[src/rtl/lane_frame_gen.sv]
// Multi-lane transmit traffic source: K28.5 idle beats, then bursts of
// SOF / incrementing payload / EOF frames separated by an idle gap.
module lane_frame_gen #(
    parameter int LANS  = 4,
    parameter int BYTES = 4
) (
    input  logic                       clk,
    input  logic                       rst_n,
    input  logic                       en,
    input  logic                       start,
    input  logic [15:0]                pkt_len,
    input  logic [15:0]                pkt_num,
    input  logic [7:0]                 ipg,
    input  logic                       ready,
    output logic [LANS*BYTES*8-1:0]    tdat,
    output logic [LANS*BYTES-1:0]      tdatk,
    output logic [LANS-1:0]            tdatv,
    output logic                       busy,
    output logic                       done,
    output logic [15:0]                frame_cnt
);

    localparam int NB = LANS * BYTES;

    typedef enum logic [2:0] {S_OFF, S_IDLE, S_SOF, S_PAY, S_EOF, S_GAP} state_t;

    state_t            state_q, state_d;
    logic [15:0]       pay_idx_q, pay_idx_d;
    logic [7:0]        gap_q, gap_d;
    logic [15:0]       len_q, len_d;
    logic [15:0]       num_q, num_d;
    logic [7:0]        ipg_q, ipg_d;
    logic [NB*8-1:0]   tdat_q, tdat_d;
    logic [NB-1:0]     tdatk_q, tdatk_d;
    logic [LANS-1:0]   tdatv_q, tdatv_d;
    logic              busy_q, busy_d;
    logic              done_q, done_d;
    logic [15:0]       frame_cnt_q, frame_cnt_d;

    logic              advance;
    logic              enter_eof;
    logic [15:0]       eof_cnt;
    logic [7:0]        pay_base;

    // state_q always names the beat currently on the output; the next beat
    // is chosen and encoded here, and only loaded when the output may move.
    always_comb begin
        state_d     = state_q;
        pay_idx_d   = pay_idx_q;
        gap_d       = gap_q;
        len_d       = len_q;
        num_d       = num_q;
        ipg_d       = ipg_q;
        busy_d      = busy_q;
        done_d      = done_q;
        frame_cnt_d = frame_cnt_q;
        enter_eof   = 1'b0;
        advance     = ready || !tdatv_q[0];
        eof_cnt     = frame_cnt_q + 16'd1;

        if (!en) begin
            state_d = S_OFF;
            busy_d  = 1'b0;
            done_d  = 1'b0;
        end else if (advance) begin
            done_d = 1'b0;
            unique case (state_q)
                S_OFF: state_d = S_IDLE;
                S_IDLE: begin
                    if (start) begin
                        frame_cnt_d = '0;
                        if (pkt_num != 16'd0) begin
                            len_d     = pkt_len;
                            num_d     = pkt_num;
                            ipg_d     = ipg;
                            busy_d    = 1'b1;
                            pay_idx_d = '0;
                            state_d   = S_SOF;
                        end else begin
                            done_d = 1'b1;
                        end
                    end
                end
                S_SOF: begin
                    pay_idx_d = '0;
                    if (len_q == 16'd0) enter_eof = 1'b1;
                    else                state_d   = S_PAY;
                end
                S_PAY: begin
                    if (pay_idx_q + 16'd1 == len_q) enter_eof = 1'b1;
                    else                            pay_idx_d = pay_idx_q + 16'd1;
                end
                S_EOF: begin
                    if (frame_cnt_q == num_q) begin
                        state_d = S_IDLE;
                    end else if (ipg_q == 8'd0) begin
                        state_d   = S_SOF;
                        pay_idx_d = '0;
                    end else begin
                        state_d = S_GAP;
                        gap_d   = 8'd1;
                    end
                end
                S_GAP: begin
                    if (gap_q == ipg_q) begin
                        state_d   = S_SOF;
                        pay_idx_d = '0;
                    end else begin
                        gap_d = gap_q + 8'd1;
                    end
                end
                default: state_d = S_OFF;
            endcase

            // Busy drops and done pulses together with the final EOF beat.
            if (enter_eof) begin
                state_d     = S_EOF;
                frame_cnt_d = eof_cnt;
                if (eof_cnt == num_q) begin
                    busy_d = 1'b0;
                    done_d = 1'b1;
                end
            end
        end

        tdat_d   = '0;
        tdatk_d  = '0;
        tdatv_d  = (state_d == S_OFF) ? '0 : '1;
        pay_base = 8'(pay_idx_d * 16'(NB));
        case (state_d)
            S_IDLE, S_GAP: begin
                tdat_d  = {NB{8'hBC}};
                tdatk_d = '1;
            end
            S_SOF, S_EOF: begin
                for (int l = 0; l < LANS; l++) begin
                    tdat_d[l*BYTES*8 +: 8] = (state_d == S_SOF) ? 8'hFB : 8'hFD;
                    tdatk_d[l*BYTES]       = 1'b1;
                end
            end
            S_PAY: begin
                for (int i = 0; i < NB; i++) begin
                    tdat_d[i*8 +: 8] = pay_base + 8'(i);
                end
            end
            default: ;
        endcase
    end

    always_ff @(posedge clk) begin
        if (!rst_n) begin
            state_q     <= S_OFF;
            pay_idx_q   <= '0;
            gap_q       <= '0;
            len_q       <= '0;
            num_q       <= '0;
            ipg_q       <= '0;
            tdat_q      <= '0;
            tdatk_q     <= '0;
            tdatv_q     <= '0;
            busy_q      <= 1'b0;
            done_q      <= 1'b0;
            frame_cnt_q <= '0;
        end else begin
            state_q     <= state_d;
            pay_idx_q   <= pay_idx_d;
            gap_q       <= gap_d;
            len_q       <= len_d;
            num_q       <= num_d;
            ipg_q       <= ipg_d;
            tdat_q      <= tdat_d;
            tdatk_q     <= tdatk_d;
            tdatv_q     <= tdatv_d;
            busy_q      <= busy_d;
            done_q      <= done_d;
            frame_cnt_q <= frame_cnt_d;
        end
    end

    assign tdat      = tdat_q;
    assign tdatk     = tdatk_q;
    assign tdatv     = tdatv_q;
    assign busy      = busy_q;
    assign done      = done_q;
    assign frame_cnt = frame_cnt_q;

endmodule
[config.mk]
export PLATFORM = sky130hd
export DESIGN_NAME = lane_frame_gen
export DESIGN_NICKNAME = d
export VERILOG_FILES = /design/src/rtl/lane_frame_gen.sv
export SDC_FILE = /design/constraint.sdc
export NUM_CORES = 1
export LEC_CHECK = 0
export CORE_ASPECT_RATIO = 2
export CORE_UTILIZATION = 38
export DETAILED_ROUTE_END_ITERATION = 10
export PLACE_DENSITY = 0.79
export SLEW_MARGIN = 0
export SYNTH_ARGS = -nofsm -noshare
export SYNTH_HDL_FRONTEND = slang
export SYNTH_SLANG_ARGS = --single-unit
[constraint.sdc]
create_clock -name clk -period 3.5 [get_ports clk]
set_clock_uncertainty 0.1 [all_clocks]
set_input_delay 0.875 -clock clk [delete_from_list [all_inputs] [get_ports clk]]
set_output_delay 0.875 -clock clk [all_outputs]
set_load 0.05 [all_outputs]
==> impl_metrics.env, run 1 <==
export IMPL_clk_path_buf_depth=2
export IMPL_cts_tree="built"
export IMPL_crit_path_start_kind="flop"
export IMPL_required_ps=3690
export IMPL_die_w_um=95.15
export IMPL_path_clk_slew_ps=70
export IMPL_first_iter_violations=273
export IMPL_timing_hold_violations_final=0
export IMPL_seqCellArea_um2=2102
export IMPL_via_per_inst=5.363
export IMPL_avgSynthCellArea_um2=7.869
export IMPL_switchingPower_uw=969.4
export IMPL_synth_edf_count=0
export IMPL_hold_path_class="flop to flop"
export IMPL_die_area_um2=17910
export IMPL_holdCritStartpoint="num_q[10]$_SDFFE_PN0P_"
export IMPL_r2r_start="pay_idx_q[1]$_SDFF_PN0_"
export IMPL_seq_area_frac_synth_pct=31.88
export IMPL_internal_power_uw=2015
export IMPL_combPwrFrac_pct=23.4
export IMPL_postCtsSetupBuffers=0
export IMPL_setup_ws_ps=235.0
export IMPL_antenna_found_initial=0
export IMPL_synth_top_area_cell="dfxtp_1"
export IMPL_period_minus_slack_ps=3265
export IMPL_startpoint="pay_idx_q[1]$_SDFF_PN0_"
export IMPL_finalSetupTns_ps=0
export IMPL_grt_pass1_wl_um=27630
export IMPL_syn_to_final_growth_pct=25.46
export IMPL_port_buffers=202
export IMPL_drv_slew=0
export IMPL_finalNetCount=972
export IMPL_htree_levels=3
export IMPL_yosys_register_bits=105
export IMPL_synth_distinct_cells=72
export IMPL_cts_num_sinks=105
export IMPL_drc=0
export IMPL_final_cell_mix="clkdlybuf4s50_1, nand2_1, dfxtp_1"
export IMPL_gp_congestion=0.9427
export IMPL_die_h_um=188.3
export IMPL_cts_buffers=9
export IMPL_synth_top_area_share_pct=31.88
export IMPL_gr_total_overflow=0
export IMPL_clock_latency_ps=350
export IMPL_syn_instance_count=838
export IMPL_final_common_cell="clkdlybuf4s50_1"
export IMPL_tightest_slew_ps=544.4
export IMPL_crit_path_max_fanout=7
export IMPL_peakVddDrop_uv=283.7
export IMPL_cts_hold_buf=0
export IMPL_critPathKind="flop to flop"
export IMPL_fin_crit_sh_pct=93.29
export IMPL_power_frac_seq_pct=42.1
export IMPL_endpoint_kind="flop"
export IMPL_dp_slack_ps=95.68
export IMPL_fmax_mhz=306.3
export IMPL_multi_input_area_um2=3339
export IMPL_leakagePower_uw=0.002956
export IMPL_async_flop_share_pct=0
export IMPL_synthesis_area_um2=6594
export IMPL_ys_warnings_count=0
export IMPL_ys_flop_type="dfxtp_1"
export IMPL_coreArea_um2=16850
export IMPL_drv_cap=0
export IMPL_powerDensity_nw_per_um2=360.7
export IMPL_setup_viol=0
export IMPL_synth_area_leaders="dfxtp_1, buf_4, nand2_1"
export IMPL_wl_per_cell_um=15.90
export IMPL_swShare_pct=32.48
export IMPL_grtUsageTotal_pct=20.00
export IMPL_cts_repair_resized=0
export IMPL_n_fill_cell=1581
export IMPL_ios=211
export IMPL_routed_wl_um=18000
export IMPL_start_util_pct=39.13
export IMPL_grt_pass1_vias=5644
export IMPL_cts_root_buf="clkbuf_16"
export IMPL_rows=67
export IMPL_first_pass_iters=5
export IMPL_vias=6071
export IMPL_hpwlAfterDp_um=14310
export IMPL_ant_nets=0
export IMPL_worstPathArrival_ps=3460
export IMPL_max_slew_margin_pct=63.59
export IMPL_grt_max_degree=41
export IMPL_drive_above_1_share_pct=7.027
export IMPL_pwr_share_clk_pct=34.6
export IMPL_num_antenna_cells=0
export IMPL_grt_setup_unrepaired="false"
export IMPL_status="finished, final reports clean"
-- critical path: stages, from the launching register on --
cell	delay, ps
dfxtp_1	430
ha_1	310
and3_1	330
and3_1	320
o311ai_4	130
a21oi_2	290
and4_1	440
o21ai_2	140
nor4_1	500
a211oi_1	100
nor2_1	100
-- metal layers --
metal	part of all wire [%]	track usage, %
met1	33	18.13
met2	55	37.91
met5	0	0
met3	4.9	2.946
met4	6.8	14.92
-- synth_stat cells, types with 2 or more instances --
| cell type | n |
|---|---|
| buf_4 | 132 |
| nand2_1 | 124 |
| dfxtp_1 | 105 |
| a21oi_1 | 66 |
| nor2_1 | 59 |
| xnor2_1 | 46 |
| o21ai_0 | 25 |
| clkbuf_1 | 24 |
| nand4_1 | 22 |
| nor3_1 | 21 |
| nand3_1 | 20 |
| xor2_1 | 19 |
| and3_1 | 16 |
| inv_1 | 13 |
| nor4_1 | 12 |
| or3_1 | 9 |
| o21a_1 | 8 |
| ha_1 | 7 |
| nor2b_1 | 7 |
| or4_1 | 7 |
| a31oi_1 | 6 |
| and2_1 | 6 |
| o211ai_1 | 6 |
| buf_2 | 5 |
| nand2b_1 | 5 |
| o31ai_1 | 5 |
| a211o_1 | 3 |
| a211oi_1 | 3 |
| and4_1 | 3 |
| o21ai_2 | 3 |
| a21boi_0 | 2 |
| a32o_1 | 2 |
| and3_4 | 2 |
| nand3_2 | 2 |
| nor3b_1 | 2 |
| nor4_2 | 2 |
| o211ai_2 | 2 |
| o221ai_1 | 2 |
| o41ai_1 | 2 |
-- sequential cells by signal, indices dropped and copies added (netlist names) --
signal	count
ipg_q	8
gap_q	8
state_q	3
num_q	16
done	1
tdatv	1
busy	1
frame_cnt	16
tdatk	2
len_q	16
pay_idx_q	16
tdat	17
-- layout make-up --
cell class              instances  area share, %
repair buffers                228          26.80
well taps                     207          3.131
flip-flops and latches        105          25.41
inverters                      14         0.6352
clock inverters                 6         0.8923
multi-input cells             562          40.37
clock buffers                  10          2.768
-- final timing paths --
check | slack [ps] | cells after the start | end
worst min register to register | 370 | 2 | num_q[10]$_SDFFE_PN0P_
worst max-delay path | 240 | 10 | done$_SDFFE_PN0N_
worst min-delay path | 370 | 2 | num_q[10]$_SDFFE_PN0P_
worst max register to register | 240 | 10 | done$_SDFFE_PN0N_
-- through the flow --
step                      hold WS [ps]  power (µW)  instance area (µm²)  utilization [%]  instances
after global routing             386.8        3090                 8273            49.10       1132
after floorplan                  347.8        1828                 6620                -        845
final                            366.3        2984                 8273            49.10       1132
after global placement           358.7        1978                 7970            47.30       1116
after detailed placement         361.0        1983                 7970            47.30       1116
after CTS                        370.2        3006                 8273            49.10       1132
-- kinds of logic (layout without fill, tap and decap cells) --
kind of cell	Yosys count	count (layout)	synth area share, %
muxes	2	2	0.3226
buffers and inverters	178	258	17.87
and+or+nand+nor	330	330	24.95
other	1	8	0.05687
xor gates and xnor gates	67	67	9.241
DFF	105	105	31.88
AOI/OAI and AO/OA	148	148	14.35
adders and majority gates	7	7	1.328
-- power by group through the flow --
stage,Clock (µW),Sequential [µW],Combinational (µW)
6_report,1030,1260,698
5_1_grt,1100,1260,731
4_1_cts,1050,1260,700
3_5_place_dp,0,1290,698
3_3_place_gp,0,1280,694
2_1_floorplan,0,1320,509
Note: power is estimated with default switching activity, not from simulation.
==> run 2, diff against run 1 <==
--- a/config.mk
+++ b/config.mk
@@ -6,9 +6,10 @@
 export NUM_CORES = 1
 export LEC_CHECK = 0
 export CORE_ASPECT_RATIO = 2
+export CORE_MARGIN = 2
 export CORE_UTILIZATION = 38
 export DETAILED_ROUTE_END_ITERATION = 10
-export PLACE_DENSITY = 0.79
+export PLACE_DENSITY = 0.81
 export SLEW_MARGIN = 0
 export SYNTH_ARGS = -nofsm -noshare
 export SYNTH_HDL_FRONTEND = slang
==> constraint.sdc (replaced) <==
create_clock -name clk -period 2.85 [get_ports clk]
set_clock_uncertainty 0.1 [all_clocks]
set_input_delay 0.7125 -clock clk [delete_from_list [all_inputs] [get_ports clk]]
set_output_delay 0.7125 -clock clk [all_outputs]
set_load 0.05 [all_outputs]
==> run 2 against run 1 <==
Net effect: wire length grew 3.5%; flip-flop and latch count is the same; non-clock buffer count grew 87; first-iteration DRC count grew 27%; final area grew 13%; clock power grew 23%; combinational power grew 32%.
==> impl_metrics.env, run 2 (synthesized netlist as in run 1, its figures left out) <==
export IMPL_coreArea_um2=17100
export IMPL_period_minus_slack_ps=2850
export IMPL_grt_pass1_wl_um=28970
export IMPL_pwr_share_clk_pct=34.1
export IMPL_required_ps=3030
export IMPL_drv_cap=0
export IMPL_cts_tree="built"
export IMPL_cts_root_buf="clkbuf_16"
export IMPL_finalNetCount=1059
export IMPL_fmax_mhz=350.9
export IMPL_worstPathArrival_ps=3030
export IMPL_path_cells="nand3_2, or3_1, a2111o_1, nor4_4, nand4_1, nand3_1, nand2_2, buf_12, or4_4, o211ai_2"
export IMPL_die_w_um=97.15
export IMPL_gr_total_overflow=0
export IMPL_vias=6425
export IMPL_power_frac_seq_pct=41.1
export IMPL_total_power_uw=3721
export IMPL_hold_path_class="flop to flop"
export IMPL_grt_pass1_vias=5849
export IMPL_first_iter_violations=346
export IMPL_drv_slew=0
export IMPL_dp_cells=1193
export IMPL_final_cell_mix="clkdlybuf4s50_1, nand2_1, buf_4"
export IMPL_via_per_inst=5.258
export IMPL_crit_path_max_fanout=9
export IMPL_setup_viol=0
export IMPL_port_buffers=202
export IMPL_finalSetupTns_ps=0
export IMPL_dp_slack_ps=-610.9
export IMPL_gp_congestion=0.9034
export IMPL_fin_hold_ws_ps=381.5
export IMPL_leakagePower_uw=0.003563
export IMPL_n_fill_cell=1466
export IMPL_crit_path_top_delay_cell="or4_4"
export IMPL_htree_levels=3
export IMPL_first_pass_iters=7
export IMPL_syn_to_final_growth_pct=41.59
export IMPL_clock_latency_ps=350
export IMPL_ant_nets=0
export IMPL_crit_path_start_kind="flop"
export IMPL_die_h_um=190.3
export IMPL_clk_path_buf_depth=2
export IMPL_ios=211
export IMPL_grt_setup_unrepaired="true"
export IMPL_cts_buffers=9
export IMPL_rows=68
export IMPL_routed_wl_um=18630
export IMPL_status="finished, final reports clean"
export IMPL_combPwrFrac_pct=24.7
export IMPL_drc=0
export IMPL_drive_above_1_share_pct=21.25
export IMPL_cts_num_sinks=105
export IMPL_critPathKind="flop to flop"
export IMPL_path_clk_slew_ps=70
export IMPL_final_common_cell="clkdlybuf4s50_1"
export IMPL_finalNonFillerCells=1222
export IMPL_endpoint_kind="flop"
export IMPL_wl_per_cell_um=15.24
export IMPL_antenna_found_initial=0
export IMPL_cts_hold_buf=0
export IMPL_start_util_pct=38.56
export IMPL_swShare_pct=32.79
export IMPL_setup_ws_ps=0.1694
export IMPL_die_area_um2=18490
export IMPL_tightest_slew_ps=551.1
export IMPL_path_delay_family="simple AND/OR/NAND/NOR gates"
export IMPL_hpwlAfterDp_um=14240
export IMPL_num_antenna_cells=0
export IMPL_switchingPower_uw=1220
export IMPL_internal_power_uw=2501
export IMPL_powerDensity_nw_per_um2=398.5
export IMPL_max_stage_delay_ps=570
export IMPL_fin_crit_sh_pct=99.99
export IMPL_max_slew_margin_pct=63.15
export IMPL_timing_hold_violations_final=0
export IMPL_grtUsageTotal_pct=19.00
export IMPL_largest_reg_flops=17
export IMPL_crit_buf_inv=1
export IMPL_peakVddDrop_uv=309.6
export IMPL_grt_max_degree=45
-- run 2: metal layers --
layer | GRT usage, % | up-vias | wire, µm
met4 | 5.255 | 0 | 340
met3 | 3.482 | 30 | 1314
met5 | 0 | - | 0
li1 | - | 3082 | -
met2 | 35.39 | 327 | 9555
met1 | 22.04 | 2986 | 7419
-- run 2: through the flow --
stage | utilization (%) | cell area (µm²)
3_5_place_dp | 50.50 | 8637
5_1_grt | 54.59 | 9336
6_report | 54.59 | 9336
3_3_place_gp | 50.50 | 8637
4_1_cts | 53.37 | 9126
2_1_floorplan | - | 6689
-- run 2: repair_timing --
action                     in CTS  in global routing
setup buffers                   6                  8
gates resized for setup        37                 42
pin swaps                      20                 31
setup endpoints to repair      37                 39
-- run 2: cell type report --
class	count	area (µm²)	share of cell area (%)
clock buffers	9	225.2	2.412
clock inverters	7	76.32	0.8175
inverters	14	52.55	0.5629
multi-input cells	562	3618	38.76
flip-flops and latches	105	2153	23.06
well taps	210	262.8	2.814
repair buffers	315	2948	31.57
-- run 2: final timing paths --
path | startpoint | to | slack (ps) | cells after the start
min reg2reg | num_q[10]$_SDFFE_PN0P_ | num_q[10]$_SDFFE_PN0P_ | 380 | 2
max reg2reg | pay_idx_q[2]$_SDFF_PN0_ | tdat[100]$_SDFF_PN0_ | 0.2 | 10
max | pay_idx_q[2]$_SDFF_PN0_ | tdat[100]$_SDFF_PN0_ | 0.2 | 10
min | num_q[10]$_SDFFE_PN0P_ | num_q[10]$_SDFFE_PN0P_ | 380 | 2
-- run 2: tightest hold or removal path: cells and delay by family (launching register included) --
family	cells	cell delay, ps
flip-flops	1	320
AO/OA/AOI/OAI	1	60
AND/OR/NAND/NOR	1	60
-- run 2: power by group through the flow --
stage	sequential [µW]	clock (µW)	combinational (µW)
floorplan	1610	0	625
global placement	1570	0	885
detailed placement	1570	0	893
CTS	1530	1280	905
global route	1540	1340	955
finish	1530	1270	920
